<file path="config.mk">
export PLATFORM = sky130hd
export DESIGN_NAME = sram_arbiter
export DESIGN_NICKNAME = d
export VERILOG_FILES = /design/src/rtl/sram_arbiter.sv
export SDC_FILE = /design/constraint.sdc
export NUM_CORES = 1
export LEC_CHECK = 0
export ABC_CLOCK_PERIOD_IN_PS = 8300
export CAP_MARGIN = 20
export CELL_PAD_IN_SITES_DETAIL_PLACEMENT = 0
export CELL_PAD_IN_SITES_GLOBAL_PLACEMENT = 1
export CORE_MARGIN = 2
export CORE_UTILIZATION = 34
export CTS_CLUSTER_SIZE = 20
export DETAILED_ROUTE_END_ITERATION = 12
export PLACE_DENSITY_LB_ADDON = 0.1
export SKIP_CTS_REPAIR_TIMING = 1
export SYNTH_ARGS = -nofsm -noshare
export SYNTH_HDL_FRONTEND = slang
export SYNTH_SLANG_ARGS = --single-unit
export TNS_END_PERCENT = 50
</file>
<file path="constraint.sdc">
create_clock -name clk -period 8.3 [get_ports clk]
set_input_delay 0.83 -clock clk [delete_from_list [all_inputs] [get_ports clk]]
set_output_delay 0.83 -clock clk [all_outputs]
set_load 0.02 [all_outputs]
</file>
<file path="src/rtl/sram_arbiter.sv">
// -----------------------------------------------------------------------------
// sram_arbiter
//   Two-port arbiter in front of a single-port 128x32 SRAM with registered read
//   data. Port 0 is the fetch requester and port 1 is the data requester. Only
//   one transaction is in flight at a time. Each transaction holds the SRAM
//   enables for ACCESS_CYCLES cycles, spends one CAPTURE cycle, and then
//   returns a one-cycle done pulse.
//
// Handshake (req/gnt):
//   A requester raises pN_req with its command (we/addr/byte_sel/wdata) and
//   holds both stable until it sees pN_gnt. pN_gnt is combinational and is
//   asserted only in IDLE. The command is sampled only on the clock edge that
//   ends the grant cycle; anything the requester drives later is ignored.
//   Completion is reported by the registered pulse pN_done. For reads, pN_rdata
//   is valid in that same cycle.
//
// Parameters
//   ACCESS_CYCLES   cycles the SRAM enables are held per transaction (1..15)
//
// Ports
//   clk, reset                     clock; asynchronous active-high reset
//   pN_req/we/addr/byte_sel/wdata  command from requester N
//   pN_gnt                         command of port N accepted this cycle
//   pN_done, pN_rdata              completion pulse and registered read data
//   busy                           arbiter not idle
//   sram_*                         drive the SRAM macro; sram_dataout is its
//                                  registered read data
//   o_dbg_state                    current FSM state (IDLE=0, ACCESS=1,
//                                  CAPTURE=2)
// -----------------------------------------------------------------------------
module sram_arbiter #(
  parameter int ACCESS_CYCLES = 2
) (
  input  logic        clk,
  input  logic        reset,
  input  logic        p0_req,
  input  logic        p0_we,
  input  logic [6:0]  p0_addr,
  input  logic [3:0]  p0_byte_sel,
  input  logic [31:0] p0_wdata,
  input  logic        p1_req,
  input  logic        p1_we,
  input  logic [6:0]  p1_addr,
  input  logic [3:0]  p1_byte_sel,
  input  logic [31:0] p1_wdata,
  output logic        p0_gnt,
  output logic        p0_done,
  output logic [31:0] p0_rdata,
  output logic        p1_gnt,
  output logic        p1_done,
  output logic [31:0] p1_rdata,
  output logic        busy,
  output logic [6:0]  sram_addr_sel,
  output logic [3:0]  sram_byte_sel,
  output logic [31:0] sram_datain,
  output logic        sram_read_enable,
  output logic        sram_write_enable,
  input  logic [31:0] sram_dataout,
  output logic [1:0]  o_dbg_state
);

  typedef enum logic [1:0] {
    IDLE    = 2'd0,
    ACCESS  = 2'd1,
    CAPTURE = 2'd2
  } state_t;

  localparam logic [3:0] LAST_CNT = 4'(ACCESS_CYCLES - 1);

  state_t      r_state;
  state_t      w_next_state;
  logic [3:0]  r_cnt;
  logic        r_last_p1;   // 1 = port 1 was granted most recently
  logic        r_port;      // port that owns the transaction in flight
  logic        r_we;
  logic [6:0]  r_addr;
  logic [3:0]  r_bsel;
  logic [31:0] r_wdata;
  logic        r_done0;
  logic        r_done1;
  logic [31:0] r_rdata0;
  logic [31:0] r_rdata1;

  logic        w_gnt0;
  logic        w_gnt1;
  logic        w_sel_we;
  logic [6:0]  w_sel_addr;
  logic [3:0]  w_sel_bsel;
  logic [31:0] w_sel_wdata;

  // Next-state and grant logic. On a tie, the grant goes to the port that was
  // not granted last. Grants are held off while reset is high, because the
  // asynchronously cleared state already reads IDLE during reset.
  always_comb begin
    w_next_state = r_state;
    w_gnt0       = 1'b0;
    w_gnt1       = 1'b0;
    case (r_state)
      IDLE: begin
        if (!reset) begin
          if (p0_req && (!p1_req || r_last_p1)) begin
            w_gnt0 = 1'b1;
          end else if (p1_req) begin
            w_gnt1 = 1'b1;
          end
        end
        if (w_gnt0 || w_gnt1) begin
          w_next_state = ACCESS;
        end
      end
      ACCESS: begin
        if (r_cnt == LAST_CNT) begin
          w_next_state = CAPTURE;
        end
      end
      CAPTURE: begin
        w_next_state = IDLE;
      end
      default: begin
        w_next_state = IDLE;
      end
    endcase
  end

  // Command of the port being granted this cycle.
  always_comb begin
    w_sel_we    = w_gnt1 ? p1_we       : p0_we;
    w_sel_addr  = w_gnt1 ? p1_addr     : p0_addr;
    w_sel_bsel  = w_gnt1 ? p1_byte_sel : p0_byte_sel;
    w_sel_wdata = w_gnt1 ? p1_wdata    : p0_wdata;
  end

  always_ff @(posedge clk or posedge reset) begin
    if (reset) begin
      r_state <= IDLE;
    end else begin
      r_state <= w_next_state;
    end
  end

  always_ff @(posedge clk or posedge reset) begin
    if (reset) begin
      r_cnt     <= 4'd0;
      r_last_p1 <= 1'b1;
      r_port    <= 1'b0;
      r_we      <= 1'b0;
      r_addr    <= 7'd0;
      r_bsel    <= 4'd0;
      r_wdata   <= 32'd0;
      r_done0   <= 1'b0;
      r_done1   <= 1'b0;
      r_rdata0  <= 32'd0;
      r_rdata1  <= 32'd0;
    end else begin
      r_done0 <= 1'b0;
      r_done1 <= 1'b0;

      if (w_gnt0 || w_gnt1) begin
        r_port    <= w_gnt1;
        r_last_p1 <= w_gnt1;
        r_we      <= w_sel_we;
        r_addr    <= w_sel_addr;
        r_bsel    <= w_sel_bsel;
        r_wdata   <= w_sel_wdata;
        r_cnt     <= 4'd0;
      end

      if (r_state == ACCESS) begin
        r_cnt <= (r_cnt == LAST_CNT) ? 4'd0 : r_cnt + 4'd1;
      end

      // sram_dataout was loaded on the last ACCESS edge, so it is valid
      // throughout CAPTURE.
      if (r_state == CAPTURE) begin
        if (r_port) begin
          r_done1 <= 1'b1;
          if (!r_we) begin
            r_rdata1 <= sram_dataout;
          end
        end else begin
          r_done0 <= 1'b1;
          if (!r_we) begin
            r_rdata0 <= sram_dataout;
          end
        end
      end
    end
  end

  // SRAM drive. Everything except the address is quiet outside ACCESS, and
  // only one of the two enables can be high.
  always_comb begin
    sram_read_enable  = 1'b0;
    sram_write_enable = 1'b0;
    sram_byte_sel     = 4'd0;
    sram_datain       = 32'd0;
    if (r_state == ACCESS) begin
      sram_read_enable  = !r_we;
      sram_write_enable = r_we;
      sram_byte_sel     = r_bsel;
      sram_datain       = r_we ? r_wdata : 32'd0;
    end
  end

  assign sram_addr_sel = r_addr;
  assign p0_gnt        = w_gnt0;
  assign p1_gnt        = w_gnt1;
  assign p0_done       = r_done0;
  assign p1_done       = r_done1;
  assign p0_rdata      = r_rdata0;
  assign p1_rdata      = r_rdata1;
  assign busy          = (r_state != IDLE);
  assign o_dbg_state   = r_state;

endmodule

</file>
==> results.py, run 1 <==
metrics = {
    "outcome": {
        "status": "finished clean",
    },
    "setup_path": {
        "regToRegStartpoint": "o_dbg_state[0]",
        "critPathKind": "in2out",
        "critPathMaxFanout": 48,
        "start_kind": "input port",
        "cp-startpoint": "reset",
        "required_ns": 7.47,
        "cp-end-kind": "output port",
        "arrival_ns": 2.90,
    },
    "layout": {
        "fin_nets": 829,
        "num_antenna_cells": 0,
        "syn2layout_area_growth_pct": 55.86,
        "drive_above_1_share": 0.1524,
        "multiInputGateArea_sq_um": 2310,
        "fillerInstances": 1403,
        "final_cells": 931,
        "seqCellArea_sq_um": 2954,
    },
    "global_routing": {
        "met1_usage": 0.2548,
        "grt_pass1_wl_um": 26770,
        "use_met3": 0.06983,
        "grtUsageMet2": 0.3029,
        "grt_overflow": 0,
        "top_usage_layer": "met2",
        "grt_max_degree": 88,
        "antenna_found_initial": 0,
        "globalRouteTotalUtil": 0.1958,
        "grt_pass1_vias": 4838,
    },
    "worst_hold_path": {
        "hold_class": "reg2reg",
        "min_from": "p0_rdata[17]",
    },
    "floorplanning": {
        "die-area_sq_um": 17260,
        "core_sq_um": 15890,
        "die_w_um": 131.4,
        "die-height_um": 131.4,
        "num_rows": 46,
        "io_pins": 240,
        "start_util": 0.3473,
    },
    "power_and_ir_drop": {
        "comb_power_share": 0.478,
        "p_seq_frac": 0.306,
        "power.leakage_uw": 0.003547,
        "p_clk_frac": 0.215,
        "power_density_nw_per_um2": 372.3,
        "switchingPower_uw": 1185,
        "max-vdd-ir-drop_mv": 0.1748,
        "switching_share": 0.3703,
        "intPower_uw": 2016,
    },
    "place": {
        "dp_slack_ns": 4.599,
        "port_buffers": 239,
        "dp_cells": 900,
        "dp_hpwl_um": 11040,
        "gp_congestion": 0.8132,
    },
    "drt": {
        "num_vias": 4781,
        "wirelength_um": 16720,
        "drt.antenna.violating_nets": 0,
        "vias_per_cell": 5.135,
        "drtPass1Iterations": 4,
        "drc": 0,
        "drtIter0Drc": 274,
        "wl_per_cell_um": 17.96,
    },
    "yosys": {
        "syn-num-nets": 611,
        "yosys_warnings": 0,
        "syn-cell-area_sq_um": 5517,
        "ys_seq_area_frac": 0.5355,
        "synth.distinct_cells": 39,
        "ys_seq_elements": 118,
        "syn-instance-count": 485,
        "synthFlopType": "dfrtp_1",
        "synth_edf_count": 0,
        "syn_area_per_cell_sq_um": 11.37,
        "ys_async_sr_fraction": 1.000,
    },
    "sta": {
        "drv_slew": 0,
        "tightest_slew_ns": 0.9941,
        "setup_viol": 0,
        "period_minus_slack_ns": 3.726,
        "timing.setup.tns_ns": 0,
        "timing.fmax_mhz": 268.4,
        "skew_ns": 0.008530,
        "maxSlewHeadroom": 0.3358,
        "rsz0062_at_grt": "no",
        "finalHoldViolCount": 0,
        "final.period_utilization": 0.4489,
        "layout_setup_ws_ns": 4.574,
    },
    "flow_run": {
        "cap_violations": 0,
    },
    "cts": {
        "cts_buffers": 17,
        "cts_tree": "yes",
        "cts_max_level": 4,
        "clk_latency_ns": 0.41,
        "cts_sinks": 118,
        "cts-root-buf": "clkbuf_16",
        "ctsLongestPathBuffers": 2,
        "cts.clk_slew.worst_paths_ns": 0.05,
    },
}
## Yosys cell counts, drive strengths merged, types with 2 or more instances
| cell type | instances | area share |
|---|---|---|
| a21o | 2 | 0.0027 |
| a21oi | 44 | 0.040 |
| a31oi | 44 | 0.050 |
| and2 | 5 | 0.0057 |
| and3 | 33 | 0.037 |
| buf | 24 | 0.033 |
| clkbuf | 24 | 0.017 |
| dfrtp | 117 | 0.53 |
| ha | 2 | 0.0045 |
| inv | 4 | 0.0027 |
| mux2 | 64 | 0.15 |
| nand2 | 3 | 0.0020 |
| nand2b | 2 | 0.0023 |
| nand3 | 46 | 0.042 |
| nor2 | 6 | 0.0070 |
| nor2b | 3 | 0.0034 |
| nor3 | 2 | 0.0027 |
| o211ai | 2 | 0.0027 |
| o21ai | 45 | 0.041 |
| or2 | 2 | 0.0023 |
## power by group through the flow
stage          Combinational (uW)  Clock (uW)  Sequential [uW]
3_3_place_gp                 1520           0              974
6_report                     1530         689              981
5_1_grt                      1630         737             1010
4_1_cts                      1550         706              980
3_5_place_dp                 1540           0              984
2_1_floorplan                 691           0             1130
## critical path: stages
cell and delay, ns:
clkdlybuf4s50_1 0.51, or3_1 0.35, buf_4 0.29, nor2_1 0.25, clkdlybuf4s50_1 0.65
## layout by cell type (no fill, tap or decap), types with 2 or more instances in the layout
| cell | n |
|---|---|
| a21o_1 | 2 |
| a21oi_1 | 44 |
| a31oi_1 | 44 |
| and2_1 | 5 |
| and3_1 | 33 |
| buf_4 | 6 |
| clkbuf_1 | 2 |
| clkbuf_16 | 17 |
| clkbuf_8 | 4 |
| clkdlybuf4s50_1 | 239 |
| clkinv_2 | 4 |
| clkinvlp_4 | 2 |
| dfrtp_1 | 117 |
| ha_1 | 2 |
| inv_1 | 3 |
| mux2_1 | 4 |
| mux2_2 | 30 |
| mux2_4 | 30 |
| nand2_1 | 3 |
| nand2b_1 | 2 |
| nand3_1 | 46 |
| nor2_1 | 5 |
| nor2b_4 | 2 |
| o211ai_1 | 2 |
| o21ai_0 | 44 |
| or2_2 | 2 |
## final timing paths
kind / slack, ns / cells past startpoint / end
worst max-delay path: 4.57 / 5 / p1_gnt
worst min-delay path: 0.48 / 1 / p0_rdata[17]
worst max register to register: 6.07 / 4 / r_cnt[3]
worst min register to register: 0.48 / 1 / p0_rdata[17]
max in group asynchronous: 5.99 / 3 / p0_rdata[29]
min in group asynchronous: 0.99 / 2 / sram_addr_sel[6]
## cells by family (layout without fill, tap and decap cells)
family                   Yosys count  count (layout)  synth area share
AO/OA/AOI/OAI                    142             142            0.1445
adder cells (fa/ha/maj)            2               2          0.004535
buffers and inverters             52             282           0.05216
flip-flops                       118             118            0.5355
multiplexers                      64              64            0.1511
AND/OR/NAND/NOR                  107             107            0.1123
## per-layer routing
metal / vias up / share of wire
met3: 19 / 0.080
met2: 196 / 0.48
li1: 2219 / -
met1: 2347 / 0.43
met5: - / 0
met4: 0 / 0.016
## metrics by stage
stage	cell area, sq um	power [uW]	utilization	hold slack [ns]
CTS	8598	3232	0.5413	0.4903
global route	8598	3382	0.5413	0.4926
detailed placement	8036	2524	0.5059	0.4783
floorplan	5517	1818	-	0.4431
global placement	7989	2494	0.5029	0.4704
finish	8598	3201	0.5413	0.4834
## layout make-up
cell class	instances	share of cell area
Clock buffer	23	0.05675
Tap cell	216	0.03143
Inverter	4	0.002037
Clock inverter	8	0.008586
Sequential cell	118	0.3436
Multi-Input combinational cell	315	0.2686
Timing Repair Buffer	247	0.2890
## flip-flops by register name (all words and copies together) (netlist names)
| name | cells |
|---|---|
| r_wdata | 32 |
| r_we | 1 |
| p0_rdata | 32 |
| p1_done | 1 |
| r_last_p1 | 1 |
| p0_done | 1 |
| r_port | 1 |
| p1_rdata | 32 |
| sram_addr_sel | 7 |
| r_bsel | 4 |
| o_dbg_state | 2 |
| r_cnt | 4 |
Power figures use the tool's default switching activity.
==> run 2, diff against run 1 <==
--- a/config.mk
+++ b/config.mk
@@ -5,12 +5,12 @@
 export SDC_FILE = /design/constraint.sdc
 export NUM_CORES = 1
 export LEC_CHECK = 0
-export ABC_CLOCK_PERIOD_IN_PS = 8300
+export ABC_CLOCK_PERIOD_IN_PS = 3810
 export CAP_MARGIN = 20
 export CELL_PAD_IN_SITES_DETAIL_PLACEMENT = 0
 export CELL_PAD_IN_SITES_GLOBAL_PLACEMENT = 1
 export CORE_MARGIN = 2
-export CORE_UTILIZATION = 34
+export CORE_UTILIZATION = 32
 export CTS_CLUSTER_SIZE = 20
 export DETAILED_ROUTE_END_ITERATION = 12
 export PLACE_DENSITY_LB_ADDON = 0.1
==> constraint.sdc (replaced) <==
create_clock -name clk -period 3.81 [get_ports clk]
set_input_delay 0.381 -clock clk [delete_from_list [all_inputs] [get_ports clk]]
set_output_delay 0.381 -clock clk [all_outputs]
set_load 0.02 [all_outputs]
==> results.py, run 2 (same netlist as run 1, synthesis figures left out) <==
metrics = {
    "outcome": {
        "status": "finished clean",
    },
    "place": {
        "gp_congestion": 0.7663,
        "dp_hpwl_um": 11110,
        "dp_cells": 913,
        "port_buffers": 239,
        "place_area_sq_um": 8045,
    },
    "setup_path": {
        "r2r_end": "p0_rdata[14]",
        "crit_path_end": "sram_datain[7]",
        "r2r_cells": 3,
        "critPathMaxFanout": 40,
        "cp-startpoint": "o_dbg_state[0]",
        "cp-end-kind": "output port",
        "reg2reg_slack_ns": 1.63,
        "required_ns": 3.43,
        "regToRegStartpoint": "o_dbg_state[1]",
        "critPathKind": "reg2out",
        "arrival_ns": 2.38,
        "start_kind": "flip-flop",
    },
    "sta": {
        "finalHoldViolCount": 0,
        "drv_slew": 0,
        "maxSlewHeadroom": 0.3337,
        "period_minus_slack_ns": 2.758,
        "tightest_slew_ns": 0.9974,
        "timing.setup.tns_ns": 0,
        "setup_viol": 0,
        "final.period_utilization": 0.7240,
        "skew_ns": 0.006695,
        "rsz0062_at_grt": "no",
        "timing.fmax_mhz": 362.5,
    },
    "cts": {
        "ctsLongestPathBuffers": 2,
        "cts_buffers": 17,
        "cts_max_level": 4,
        "clk_latency_ns": 0.41,
        "cts_tree": "yes",
        "cts-root-buf": "clkbuf_16",
        "cts.clk_slew.worst_paths_ns": 0.05,
        "cts_sinks": 118,
    },
    "drt": {
        "drt.antenna.violating_nets": 0,
        "num_vias": 4824,
        "drtIter0Drc": 235,
        "drtPass1Iterations": 4,
        "wirelength_um": 16800,
        "drc": 0,
        "vias_per_cell": 5.105,
        "wl_per_cell_um": 17.77,
    },
    "power_and_ir_drop": {
        "power_density_nw_per_um2": 815.6,
        "power.leakage_uw": 0.003569,
        "intPower_uw": 4429,
        "comb_power_share": 0.472,
        "switchingPower_uw": 2621,
        "max-vdd-ir-drop_mv": 0.3547,
        "p_seq_frac": 0.302,
        "p_clk_frac": 0.227,
        "switching_share": 0.3718,
        "power_uw": 7050,
    },
    "flow_run": {
        "cap_violations": 0,
    },
    "layout": {
        "num_antenna_cells": 0,
        "fin_area_sq_um": 8645,
        "layout_common_cells": "239 x clkdlybuf4s50_1, 117 x dfrtp_1, 46 x nand3_1",
        "fin_nets": 833,
        "seqCellArea_sq_um": 2954,
        "final_common_cell": "clkdlybuf4s50_1",
        "fillerInstances": 1522,
        "final_cells": 945,
        "drive_above_1_share": 0.1611,
        "syn2layout_area_growth_pct": 56.70,
        "multiInputGateArea_sq_um": 2310,
        "utilization": 0.5068,
    },
    "floorplanning": {
        "die-area_sq_um": 18310,
        "core_sq_um": 17060,
        "num_rows": 48,
        "die-height_um": 135.3,
        "io_pins": 240,
        "start_util": 0.3234,
        "die_w_um": 135.3,
    },
    "global_routing": {
        "grt_pass1_wl_um": 26770,
        "grt_max_degree": 90,
        "globalRouteTotalUtil": 0.1860,
        "antenna_found_initial": 0,
        "grt_pass1_vias": 5086,
        "grt_overflow": 0,
    },
    "worst_hold_path": {
        "hold_class": "reg2reg",
        "min_from": "p0_rdata[0]",
    },
}
[run 2: metal layers]
metal  share of wire  track usage  up-vias  wire (um)
li1                -            -     2226          -
met1            0.42       0.2219     2379       7040
met2            0.48       0.3187      192       8139
met3           0.077      0.05612       27       1287
met4           0.019      0.06655        0        327
met5               0            0        -          0
[run 2: cell type report]
| cell class | count | area share |
|---|---|---|
| well taps | 225 | 0.03257 |
| clock inverters | 13 | 0.01693 |
| flip-flops and latches | 118 | 0.3417 |
| clock buffers | 19 | 0.05240 |
| multi-input cells | 315 | 0.2672 |
| repair buffers | 251 | 0.2872 |
| inverters | 4 | 0.002026 |
[run 2: critical path: stages, from the launching register on]
cell and delay [ns]:
dfrtp_1 0.54, nor2b_2 0.20, buf_4 0.37, and3_1 0.25, clkdlybuf4s50_1 0.61
[run 2: stage by stage]
| step | hold WS [ns] | setup slack [ns] |
|---|---|---|
| after floorplan | 0.4431 | 0.3015 |
| after global placement | 0.4706 | 1.275 |
| after detailed placement | 0.4804 | 1.245 |
| after CTS | 0.4929 | 1.043 |
| after global routing | 0.5153 | 0.9110 |
| final | 0.4893 | 1.052 |
[run 2: how the worst min path moves through the flow]
stage | to | cells after the start | slack (ns)
5_1_grt | p0_rdata[17] | 1 | 0.52
4_1_cts | p0_rdata[17] | 1 | 0.49
6_report | p0_rdata[0] | 1 | 0.49
3_3_place_gp | p0_rdata[0] | 1 | 0.47
3_5_place_dp | p0_rdata[17] | 1 | 0.48
2_1_floorplan | p0_done | 1 | 0.44
[run 2: power by group through the flow]
stage	logic, uW	registers, uW	clock network, uW
floorplan	1500	2460	0
global placement	3320	2120	0
detailed placement	3350	2150	0
CTS	3360	2130	1640
global route	3560	2200	1700
finish	3330	2130	1600
